## src/rtl/univ_shifter_pkg.sv

```systemverilog
// Shared types and the single-step datapath for univ_shifter.
// Rotate support in the top is gated by UNIV_SHIFTER_ROTATE_EN.
package univ_shifter_pkg;

  localparam int unsigned MODE_W = 3;
  localparam int unsigned MAX_W  = 64;
  localparam int unsigned IDX_W  = $clog2(MAX_W);

  typedef enum logic [MODE_W-1:0] {
    MODE_HOLD = 3'd0,
    MODE_LOAD = 3'd1,
    MODE_SHL  = 3'd2,
    MODE_SHR  = 3'd3,
    MODE_ROTL = 3'd4,
    MODE_ROTR = 3'd5
  } mode_e;

  // Reserved codes; they complete like HOLD.
  localparam logic [MODE_W-1:0] MODE_RSVD6 = 3'd6;
  localparam logic [MODE_W-1:0] MODE_RSVD7 = 3'd7;

  typedef enum logic [1:0] {
    ST_IDLE  = 2'd0,
    ST_SHIFT = 2'd1,
    ST_DONE  = 2'd2
  } state_e;

  // One 1-bit step on the low 'width' bits of data; bits above width must be zero.
  function automatic logic [MAX_W-1:0] shift_step(
    input  logic [MAX_W-1:0] data,
    input  int unsigned      width,
    input  logic             left,
    input  logic             rotate,
    input  logic             ser_in,
    output logic             ser_out
  );
    logic [MAX_W-1:0] mask;
    logic [MAX_W-1:0] res;
    logic             msb;
    logic             lsb;
    logic             fill;
    mask = (width >= MAX_W) ? '1 : ((MAX_W'(1) << width) - MAX_W'(1));
    msb  = data[IDX_W'(width - 1)];
    lsb  = data[0];
    if (left) begin
      ser_out = msb;
      fill    = rotate ? msb : ser_in;
      res     = ((data << 1) | MAX_W'(fill)) & mask;
    end else begin
      ser_out = lsb;
      fill    = rotate ? lsb : ser_in;
      res     = (data >> 1) | (MAX_W'(fill) << (width - 1));
    end
    return res;
  endfunction

endpackage

```

## src/rtl/univ_shifter.sv

```systemverilog
// Universal shift register: hold/load/shift/rotate by a step count, one bit per cycle.
// Define UNIV_SHIFTER_ROTATE_EN to build ROTL/ROTR; otherwise they complete as HOLD.
module univ_shifter
  import univ_shifter_pkg::*;
#(
  parameter int unsigned         WIDTH   = 8,
  parameter logic [WIDTH-1:0]    RST_VAL = '0,
  localparam int unsigned        CNT_W   = $clog2(WIDTH + 1)
) (
  input  logic             clk,
  input  logic             rst,
  input  logic             start,
  input  logic [2:0]       mode,
  input  logic [CNT_W-1:0] amount,
  input  logic [WIDTH-1:0] load_data,
  input  logic             ser_in,
  output logic [WIDTH-1:0] data_out,
  output logic             ser_out,
  output logic             busy,
  output logic             done
);

  state_e           state_q, state_d;
  mode_e            mode_q, mode_d;
  logic [WIDTH-1:0] data_q, data_d;
  logic [CNT_W-1:0] cnt_q, cnt_d;
  logic             ser_q, ser_d;

  logic             is_shift;
  logic [CNT_W-1:0] amt_clamped;
  logic             step_left;
  logic             step_rot;
  logic             step_ser;
  logic [WIDTH-1:0] step_data;

  always_comb begin
    is_shift = (mode == MODE_SHL) || (mode == MODE_SHR)
`ifdef UNIV_SHIFTER_ROTATE_EN
               || (mode == MODE_ROTL) || (mode == MODE_ROTR)
`endif
               ;
    amt_clamped = (amount > CNT_W'(WIDTH)) ? CNT_W'(WIDTH) : amount;
    step_left   = (mode_q == MODE_SHL) || (mode_q == MODE_ROTL);
`ifdef UNIV_SHIFTER_ROTATE_EN
    step_rot    = (mode_q == MODE_ROTL) || (mode_q == MODE_ROTR);
`else
    step_rot    = 1'b0;
`endif
  end

  always_comb begin
    step_ser  = 1'b0;
    step_data = WIDTH'(shift_step(MAX_W'(data_q), WIDTH, step_left, step_rot,
                                  ser_in, step_ser));
  end

  always_comb begin
    state_d = state_q;
    mode_d  = mode_q;
    data_d  = data_q;
    cnt_d   = cnt_q;
    ser_d   = ser_q;
    unique case (state_q)
      ST_IDLE: begin
        if (start) begin
          state_d = ST_DONE;
          if (mode == MODE_LOAD) begin
            data_d = load_data;
          end else if (is_shift && (amount != '0)) begin
            state_d = ST_SHIFT;
            cnt_d   = amt_clamped;
            mode_d  = mode_e'(mode);
          end
        end
      end
      ST_SHIFT: begin
        data_d = step_data;
        ser_d  = step_ser;
        cnt_d  = cnt_q - 1'b1;
        if (cnt_q == CNT_W'(1)) state_d = ST_DONE;
      end
      ST_DONE: state_d = ST_IDLE;
      default: state_d = ST_IDLE;
    endcase
  end

  always_ff @(posedge clk or negedge rst) begin
    if (!rst) begin
      state_q <= ST_IDLE;
      mode_q  <= MODE_HOLD;
      data_q  <= RST_VAL;
      cnt_q   <= '0;
      ser_q   <= 1'b0;
    end else begin
      state_q <= state_d;
      mode_q  <= mode_d;
      data_q  <= data_d;
      cnt_q   <= cnt_d;
      ser_q   <= ser_d;
    end
  end

  assign data_out = data_q;
  assign ser_out  = ser_q;
  assign busy     = (state_q != ST_IDLE);
  assign done     = (state_q == ST_DONE);

endmodule

```

## config.mk

```make
export PLATFORM = sky130hd
export DESIGN_NAME = univ_shifter
export DESIGN_NICKNAME = d
export VERILOG_FILES = /design/src/rtl/univ_shifter_pkg.sv /design/src/rtl/univ_shifter.sv
export SDC_FILE = /design/constraint.sdc
export NUM_CORES = 1
export LEC_CHECK = 0
export BUFFER_PORTS_ARGS = -buffer_cell sky130_fd_sc_hd__buf_2
export CAP_MARGIN = 25
export CORE_ASPECT_RATIO = 1.25
export CORE_MARGIN = 3
export CORE_UTILIZATION = 35
export CTS_BUF_LIST = sky130_fd_sc_hd__clkbuf_4 sky130_fd_sc_hd__clkbuf_8
export CTS_CLUSTER_SIZE = 30
export DETAILED_ROUTE_END_ITERATION = 8
export SLEW_MARGIN = 20
export SYNTH_ARGS = -nofsm -noshare
export SYNTH_HDL_FRONTEND = slang
export SYNTH_SLANG_ARGS = --single-unit
```

## constraint.sdc

```tcl
create_clock -name clk -period 2.7 [get_ports clk]
set_clock_uncertainty 0.15 [all_clocks]
set_input_delay 0.405 -clock clk [delete_from_list [all_inputs] [get_ports clk]]
set_output_delay 0.405 -clock clk [all_outputs]
set_load 0.05 [all_outputs]
```

==> metrics.md <==
| Metric | Value |
|---|---|
| Slew Limit Fails | `0` |
| Final WL | `2190 microns` |
| Peak VDD IR | `600 uV` |
| GP Congestion | `0.755` |
| CP max stage delay | `0.72 ns` |
| Root Buffer | `clkbuf_4` |
| Critical-path top delay cell | `nand2b_1` |
| Setup CP Type | `register to register` |
| Routed via count | `854` |
| Syn nets | `124` |
| Setup Total Neg Slack | `0 ns` |
| Type of origin of the critical path | `register` |
| Starting Density | `0.371` |
| Final Core Density | `0.434` |
| Diode count | `0` |
| DIE HEIGHT | `68.7 microns` |
| PwrDens | `1130 nW/um^2` |
| Min Hold Slack | `0.203 ns` |
| DRC | `0` |
| Worst skew pair latency | `0.29 ns` |
| Total power draw | `1.46 mW` |
| Leading area contributor after synthesis | `dfrtp_1` |
| CP Data Arrival Time | `2.01 ns` |
| Leak Pwr | `0.586 nW` |
| Unrepaired setup endpoints after global routing | `no` |
| Routed Antenna Nets | `0` |
| Post-DP HPWL | `1690 microns` |
| Nets | `154` |
| Initial DRT Pass Iterations | `4` |
| Fraction of layout cells with a size suffix above 1 | `0.311` |
| Area growth from synthesis to layout | `17.1%` |
| Total GRT Usage | `0.116` |
| Initial antenna violation count | `0` |
| Flops & latches, synth | `18` |
| Register area share after synthesis | `0.409` |
| Worst R2R Setup Slack | `0.72 ns` |
| Worst setup EP type | `register` |
| TritonCTS clock tree | `built` |
| Post-synth top flop | `dfrtp_1` |
| GR Overflow Total | `0` |
| WP buf/inv | `0` |
| Synthesized area per cell | `10.7 sq um` |
| Post-CTS Resized | `0` |
| Die area | `3860 sq um` |
| Post-synthesis instance total | `103` |
| Largest net degree at the start of global routing | `27` |
| Worst-path clk slew | `0.11 ns` |
| First-pass GRT wire length | `3450 microns` |
| Cell family with most CP delay | `simple AND/OR/NAND/NOR gates` |
| Worst-path fanout max | `26` |
| Port bufs | `29` |
| Setup violators final | `0` |
| CTS buffer count | `3` |
| Post-layout min period | `1.98 ns` |
| Crit path cell chain | `nand2b_1 -> nand3_4 -> mux2_1` |
| CTS Buffer Depth | `2` |
| Vias per cell | `5.08` |
| Io pins | `30` |
| Vias in the first global route | `751` |
| Num rows | `22` |
| Slew margin rel. | `0.411` |
| Synth unique cells | `33` |
| Clock sink count | `18` |
| WL/cell | `13.0 microns` |
| Share of the synthesized area in the top cell type | `0.409` |
| Synthesized area | `1100 sq um` |
| Critical Path RT | `2.73 ns` |
| Outcome | `finished, final reports clean` |
| H-tree lvl count | `1` |
| Post-synth EDFFs | `0` |
| Max Freq | `506 MHz` |
| Top cells by area, synth | `dfrtp_1, mux2i_1, and2_0` |
| Final hold violations | `0` |
| DIE WIDTH | `56.2 microns` |
| CORE AREA | `2970 sq um` |
| Ys async rst share | `1.00` |
| 1st-iter DRT viols | `20` |
| Syn. warnings | `0` |
| Max-cap violations | `0` |
| Tcrit/Tclk final | `0.732` |
| Slew at the pin closest to its max-slew limit | `0.883 ns` |
| HP Class | `input pin to register` |
routing by layer:
metal,routed length [microns],vias up,track usage
met1,970,410,0.146
met4,13,0,0.0356
met2,1120,14,0.200
li1,-,428,-
met3,82,2,0.0242
met5,0,-,0
cell usage after synthesis (all sizes together) (2+ instances only):
master and instances:
dfrtp 18, mux2i 18, and2 9, o21ai 9, a21oi 8, nor2 5
inv 4, nand3 4, buf 3, nand2b 3, a31oi 2, and2b 2
clkbuf 2, ha 2, nand2 2, o221a 2
state kept, by name, summed over array words and instances, names as in the netlist:
| signal | cells |
|---|---|
| mode_q | 3 |
| ser_out | 1 |
| cnt_q | 4 |
| data_out | 8 |
| state_q | 2 |
repair_timing:
action | CTS | global route
hold endpoints to repair | 18 | 0
setup buffers | 0 | 0
hold buffers | 1 | 0
kinds of logic after synthesis:
| family | share of synthesized area |
|---|---|
| AND/OR/NAND/NOR | 0.215 |
| AO/OA/AOI/OAI | 0.116 |
| multiplexers | 0.174 |
| flip-flops | 0.409 |
| buffers and inverters | 0.0567 |
| adder cells (fa/ha/maj) | 0.0227 |
| XOR/XNOR | 0.00795 |
final cells by class:
type | count | area (sq um)
Fill cell | 300 | 1680
Multi-Input combinational cell | 76 | 589
Sequential cell | 18 | 450
Timing Repair Buffer | 30 | 155
Tap cell | 36 | 45.0
Clock buffer | 4 | 36.3
Inverter | 4 | 15.0
worst paths after layout:
check	cells after the start	to	start
worst min-delay path	2	mode_q[0]	mode[0]
max in group asynchronous	2	data_out[4]	rst
worst min register to register	2	ser_out	ser_out
worst max register to register	3	mode_q[0]	state_q[1]
worst max-delay path	3	mode_q[0]	state_q[1]
min in group asynchronous	2	data_out[0]	rst
stage by stage:
stage | area, sq um | setup WS, ns | cells
5_1_grt | 1290 | 0.539 | 168
6_report | 1290 | 0.723 | 168
3_3_place_gp | 1240 | 0.720 | 163
3_5_place_dp | 1240 | 0.689 | 163
2_1_floorplan | 1100 | 0.949 | 103
4_1_cts | 1290 | 0.687 | 168
worst register-to-register path, cell delays in order, from the launching register on:
cell and delay (ns):
dfrtp_1 0.47, nand2b_1 0.72, nand3_4 0.18, mux2_1 0.35
report_power, final:
group          switching, mW  total [mW]  internal [mW]
clock                 0.0813       0.163         0.0820
sequential             0.110       0.494          0.383
combinational          0.530       0.808          0.278
cell usage in the layout, fill, tap and decap left out, types with 2 or more instances in the layout:
cell,instances
nand3_1,3
nand2b_1,3
a21oi_1,6
a21oi_2,2
and2_0,8
inv_1,4
nor2_1,4
ha_1,2
o221a_1,2
and2b_1,2
buf_2,29
dfrtp_1,18
a31oi_1,2
o21ai_0,9
mux2i_1,18
clkbuf_4,3
Power figures use the tool's default switching activity.
